### src/rtl/vdp_vram_arbiter.sv
// vdp_vram_arbiter: single-port VRAM shared by video (fixed 3-cycle latency) and queued CPU writes.
// Define VDP_ARB_RD_EN to include the CPU read-prefetch path.
module vdp_vram_arbiter #(
  parameter int AW = 14,
  parameter int WFIFO_DEPTH = 4
) (
  input  logic          hwclk,
  input  logic          reset_n,
  input  logic          vid_req,
  input  logic [AW-1:0] vid_addr,
  output logic [7:0]    vid_data,
  output logic          vid_valid,
  input  logic          cpu_wr_req,
  input  logic [AW-1:0] cpu_wr_addr,
  input  logic [7:0]    cpu_wr_data,
  output logic          cpu_wr_full,
  output logic          cpu_wr_ovf,
  input  logic          cpu_rd_req,
  input  logic [AW-1:0] cpu_rd_addr,
  output logic [7:0]    cpu_rd_data,
  output logic          cpu_rd_valid,
  output logic [AW-1:0] mem_addr,
  output logic [7:0]    mem_wdata,
  output logic          mem_we,
  input  logic [7:0]    mem_rdata
);
  localparam int PW = $clog2(WFIFO_DEPTH);
  localparam logic [PW:0] FULL_CNT = WFIFO_DEPTH[PW:0];
  typedef enum logic [1:0] {S_IDLE, S_VID, S_WR, S_RD} slot_t;
  slot_t slot_q, slot_nxt, tag2;
  logic [AW-1:0] wq_addr [WFIFO_DEPTH];
  logic [7:0] wq_data [WFIFO_DEPTH];
  logic [PW-1:0] wr_ptr, rd_ptr;
  logic [PW:0] count, count_nxt;
  logic push, pop, rd_kill, rd_ready;
  logic [AW-1:0] rd_addr_q;
  always_comb begin
    slot_nxt = vid_req ? S_VID : (count != '0) ? S_WR : (rd_ready && !rd_kill) ? S_RD : S_IDLE;
    pop = slot_nxt == S_WR;
    push = cpu_wr_req && (count != FULL_CNT || pop);
    count_nxt = count + (PW+1)'(push) - (PW+1)'(pop);
  end
  always_ff @(posedge hwclk) begin
    if (!reset_n) slot_q <= S_IDLE;
    else slot_q <= slot_nxt;
  end
  always_ff @(posedge hwclk) begin
    if (push) begin
      wq_addr[wr_ptr] <= cpu_wr_addr;
      wq_data[wr_ptr] <= cpu_wr_data;
    end
  end
  // slot_q is tag stage 1 (address on the bus), tag2 marks mem_rdata as valid for it
  always_ff @(posedge hwclk) begin
    if (!reset_n) begin
      tag2 <= S_IDLE;
      wr_ptr <= '0;
      rd_ptr <= '0;
      count <= '0;
      cpu_wr_full <= 1'b0;
      cpu_wr_ovf <= 1'b0;
      mem_addr <= '0;
      mem_wdata <= '0;
      mem_we <= 1'b0;
      vid_data <= '0;
      vid_valid <= 1'b0;
    end else begin
      tag2 <= (slot_q == S_RD && rd_kill) ? S_IDLE : slot_q;
      wr_ptr <= wr_ptr + PW'(push);
      rd_ptr <= rd_ptr + PW'(pop);
      count <= count_nxt;
      cpu_wr_full <= count_nxt == FULL_CNT;
      cpu_wr_ovf <= cpu_wr_ovf | (cpu_wr_req & ~push);
      mem_addr <= slot_nxt == S_VID ? vid_addr : slot_nxt == S_WR ? wq_addr[rd_ptr] :
                  slot_nxt == S_RD ? rd_addr_q : mem_addr;
      mem_wdata <= pop ? wq_data[rd_ptr] : mem_wdata;
      mem_we <= pop;
      vid_data <= tag2 == S_VID ? mem_rdata : vid_data;
      vid_valid <= tag2 == S_VID;
    end
  end
`ifdef VDP_ARB_RD_EN
  logic rd_pend;
  assign rd_kill = cpu_rd_req;
  assign rd_ready = rd_pend && count == '0;
  // a fresh request kills any older read still in the tag pipeline
  always_ff @(posedge hwclk) begin
    if (!reset_n) begin
      rd_pend <= 1'b0;
      rd_addr_q <= '0;
      cpu_rd_data <= '0;
      cpu_rd_valid <= 1'b0;
    end else begin
      rd_pend <= cpu_rd_req | (rd_pend & (slot_nxt != S_RD));
      rd_addr_q <= cpu_rd_req ? cpu_rd_addr : rd_addr_q;
      cpu_rd_data <= (!cpu_rd_req && tag2 == S_RD) ? mem_rdata : cpu_rd_data;
      cpu_rd_valid <= !cpu_rd_req && (cpu_rd_valid || tag2 == S_RD);
    end
  end
`else
  logic unused_rd;
  assign unused_rd = ^{cpu_rd_req, cpu_rd_addr};
  assign rd_kill = 1'b0;
  assign rd_ready = 1'b0;
  assign rd_addr_q = '0;
  assign cpu_rd_data = '0;
  assign cpu_rd_valid = 1'b0;
`endif
endmodule
### config.mk
export PLATFORM = sky130hd
export DESIGN_NAME = vdp_vram_arbiter
export DESIGN_NICKNAME = d
export VERILOG_FILES = /design/src/rtl/vdp_vram_arbiter.sv
export SDC_FILE = /design/constraint.sdc
export NUM_CORES = 1
export LEC_CHECK = 0
export ABC_CLOCK_PERIOD_IN_PS = 4540
export CAP_MARGIN = 0
export CORE_AREA = 3 3 89 124
export CTS_CLUSTER_DIAMETER = 40
export DETAILED_ROUTE_END_ITERATION = 10
export DIE_AREA = 0 0 92 127
export PLACE_DENSITY = 0.81
export SYNTH_ARGS = -nofsm -noshare
export SYNTH_HDL_FRONTEND = slang
export SYNTH_SLANG_ARGS = --single-unit
### constraint.sdc
create_clock -name hwclk -period 4.54 [get_ports hwclk]
set_input_delay 0.908 -clock hwclk [delete_from_list [all_inputs] [get_ports hwclk]]
set_output_delay 0.908 -clock hwclk [all_outputs]
set_load 0.02 [all_outputs]
==> impl_metrics.json <==
{
  "gp_congestion": 0.7453,
  "power_mw": 3.479,
  "crit_arrival_ns": 3.44,
  "wl_per_cell_um": 18.63,
  "crit_path_start_kind": "input port",
  "p_sw_share_pct": 24.85,
  "maxCapViolCount": 0,
  "dp_hpwl_mm": 6.412,
  "cts.clk_slew.worst_paths_ns": 0.06,
  "cts_buffers": 17,
  "antenna_cells": 0,
  "synthMuxAreaShare_pct": 10.25,
  "synth_top_family_by_area": "multiplexers",
  "die_x_um": 92,
  "antenna_found_initial": 0,
  "synth.ff_latch_count": 133,
  "dpl_cell_area_sq_mm": 0.005884,
  "required_ns": 4.84,
  "p_seq_share_pct": 44.7,
  "yosys.area_share.simple_pct": 6.682,
  "synth_adder_area_share_pct": 1.417,
  "cp-end-kind": "flip-flop",
  "fin_cells": 519,
  "synth_common_cells": "88 x edfxtp_1, 45 x dfxtp_1, 19 x mux4_2",
  "overflow": 0,
  "num_rows": 43,
  "final_area_sq_mm": 0.006442,
  "ctsHoldBuffers": 0,
  "syn_to_final_growth_pct": 30.32,
  "syn_inst": 281,
  "utilization_pct": 64.38,
  "fin_tns_setup_ns": 0,
  "rsz0062_at_grt": "no",
  "synth_top_cell_by_area": "edfxtp_1",
  "grt_max_degree": 38,
  "io_buffers": 81,
  "first_pass_iters": 4,
  "synth.distinct_cells": 32,
  "min_path_cells": 2,
  "clkPwrFrac_pct": 36.6,
  "wl_mm": 9.671,
  "synth_compound_area_share_pct": 5.720,
  "path_max_fanout": 5,
  "fin_ws_ns": 1.403,
  "cts_tree": "built",
  "relSlewSlack_pct": 24.26,
  "place_ws_ns": 0.9845,
  "intPower_mw": 2.614,
  "critPathBufInv": 2,
  "pin_count": 106,
  "synth_most_common_cell": "edfxtp_1",
  "fillers": 721,
  "crit_chain": "clkdlybuf4s50_1 -> and4bb_2 -> nand2b_1 -> ha_1 -> inv_1 -> ha_1 -> fa_1 -> xnor3_1 -> and2_1 -> nor3b_1",
  "synth-xor-area-share_pct": 0.8099,
  "drc": 0,
  "cts_resized": 0,
  "cts_setup_buffers": 0,
  "synthTopCellsByArea": "edfxtp_1 53%, dfxtp_1 18%, mux4_2 8.7%, a221o_1 2.8%, and3_1 1.9%",
  "cts_sinks": 133,
  "critical-path-max-stage-delay_ns": 0.43,
  "clk_latency_ns": 0.40,
  "post-route-period-util_pct": 69.09,
  "worstSetupPathDepth": 10,
  "dr_total_vias": 2746,
  "ys_async_sr_fraction_pct": 0,
  "ys.flop_type": "edfxtp_1",
  "rr_worst_depth": 9,
  "nets": 440,
  "initial_core_util_pct": 49.40,
  "grt_pass1_vias": 2938,
  "vias_per_cell": 5.291,
  "peakVddDrop_mv": 0.3931,
  "grt_usage_pct": 17.82,
  "netlist.area_leader.share_pct": 53.45,
  "cts_max_path_buffers": 2,
  "leakage_nw": 2.306,
  "cpMostUsedCell": "ha_1",
  "synth_edf_count": 88,
  "drive_gt1_share_pct": 15.89,
  "worst_path_dominant_cell_family": "adder cells",
  "drt-initial-drc-count": 205,
  "hold_violations": 0,
  "grt_pass1_wl_mm": 15.55,
  "detail-route-antenna-nets": 0,
  "slowest_stage": "clkdlybuf4s50_1",
  "fp.coreArea_sq_mm": 0.01001,
  "whs_ns": 0.4599,
  "h-tree-depth": 4,
  "setup_violations": 0,
  "clock_skew_ns": 0.01553,
  "ys_seq_area_share_pct": 71.68,
  "min_path_type": "reg -> reg",
  "power.density_mw_per_mm2": 540.0,
  "drv_slew": 0,
  "fmax_ghz": 0.3188,
  "outcome": "complete, no violations",
  "tightest_slew_ns": 1.135,
  "syn_area_per_cell_sq_um": 17.59,
  "die_h_um": 127,
  "netlist_area_sq_mm": 0.004943,
  "dieArea_sq_mm": 0.01168,
  "dp.cells": 488,
  "finalCriticalPeriod_ns": 3.137,
  "combPwrFrac_pct": 18.6,
  "switching_power_mw": 0.8645,
  "cts-root-buf": "clkbuf_16",
  "yosysWarnings": 0,
  "critPathKind": "in -> reg"
}
## path summary, 6_finish.rpt
path                               endpoint   startpoint  slack [ns]
worst max-delay path            cpu_wr_full      vid_req        1.40
worst min-delay path            vid_data[4]  vid_data[4]        0.46
worst max register to register  cpu_wr_full     count[0]        1.95
worst min register to register  vid_data[4]  vid_data[4]        0.46
## cell usage in the layout, fill, tap and decap left out
master,netlist,routed
dfxtp_2,0,1
clkinv_1,0,1
mux4_1,3,3
xnor3_1,1,1
nor3b_2,1,2
o21a_1,1,1
dfxtp_1,45,44
clkbuf_8,0,1
a221o_1,14,14
clkinv_4,0,1
ha_1,4,4
and3_1,15,15
conb_1,1,9
fa_1,1,1
inv_1,4,4
a21boi_0,8,8
nor3b_1,4,2
a21oi_1,1,1
and2_1,11,11
mux4_2,19,19
a22o_1,8,8
xor2_1,2,2
nor2b_1,2,2
nand2_1,16,16
bufinv_16,0,2
nand2b_1,2,2
and3b_1,1,1
edfxtp_1,88,88
clkbuf_1,5,3
nor2_1,1,1
and4bb_2,1,1
buf_4,10,8
clkbuf_16,0,17
clkinv_2,0,4
clkinvlp_4,0,2
nor3_2,1,2
clkdlybuf4s50_1,0,81
nor3b_4,0,1
## worst register-to-register path, cell delays in order (launching register included)
cell	delay (ns)
dfxtp_1	0.38
and4bb_2	0.26
nand2b_1	0.26
ha_1	0.34
inv_1	0.04
ha_1	0.19
fa_1	0.39
xnor3_1	0.33
and2_1	0.17
nor3b_1	0.13
## final cells by class
| class | instances | area [sq um] | area share, % |
|---|---|---|---|
| tap | 135 | 168.9 | 2.622 |
| timing repair buffer | 89 | 870.8 | 13.52 |
| sequential | 133 | 3545 | 55.02 |
| inverter | 4 | 15.01 | 0.2331 |
| multi-input combinational | 127 | 1285 | 19.95 |
| clock buffer | 21 | 450.4 | 6.992 |
| clock inverter | 10 | 107.6 | 1.670 |
## logic make-up after synthesis
| group | count (synthesis) |
|---|---|
| AO/OA/AOI/OAI | 32 |
| XOR/XNOR | 3 |
| adder cells (fa/ha/maj) | 5 |
| buffers and inverters | 29 |
| flip-flops | 133 |
| multiplexers | 22 |
| other | 1 |
| AND/OR/NAND/NOR | 56 |
## registers in the layout, indices dropped and copies added (netlist names), 2 cells and up
signal	flops
tag2	2
wq_data	32
count	3
vid_data	8
mem_wdata	8
wr_ptr	2
slot_q	2
rd_ptr	2
wq_addr	56
mem_addr	14
## power groups by stage
stage / sequential [mW] / clock, mW / combinational [mW]
finish: 1.56 / 1.27 / 0.648
global route: 1.58 / 1.35 / 0.701
CTS: 1.56 / 1.30 / 0.659
detailed placement: 1.58 / 0 / 0.655
global placement: 1.58 / 0 / 0.633
floorplan: 1.58 / 0 / 0.401
## routing by layer
metal	track usage, %	up-vias	share of wire (%)
li1	-	1261	-
met1	19.89	1386	39
met2	31.37	91	54
met3	6.478	8	5.5
met4	6.212	0	1.1
met5	0	-	0
Note: power is estimated with default switching activity, not from simulation.
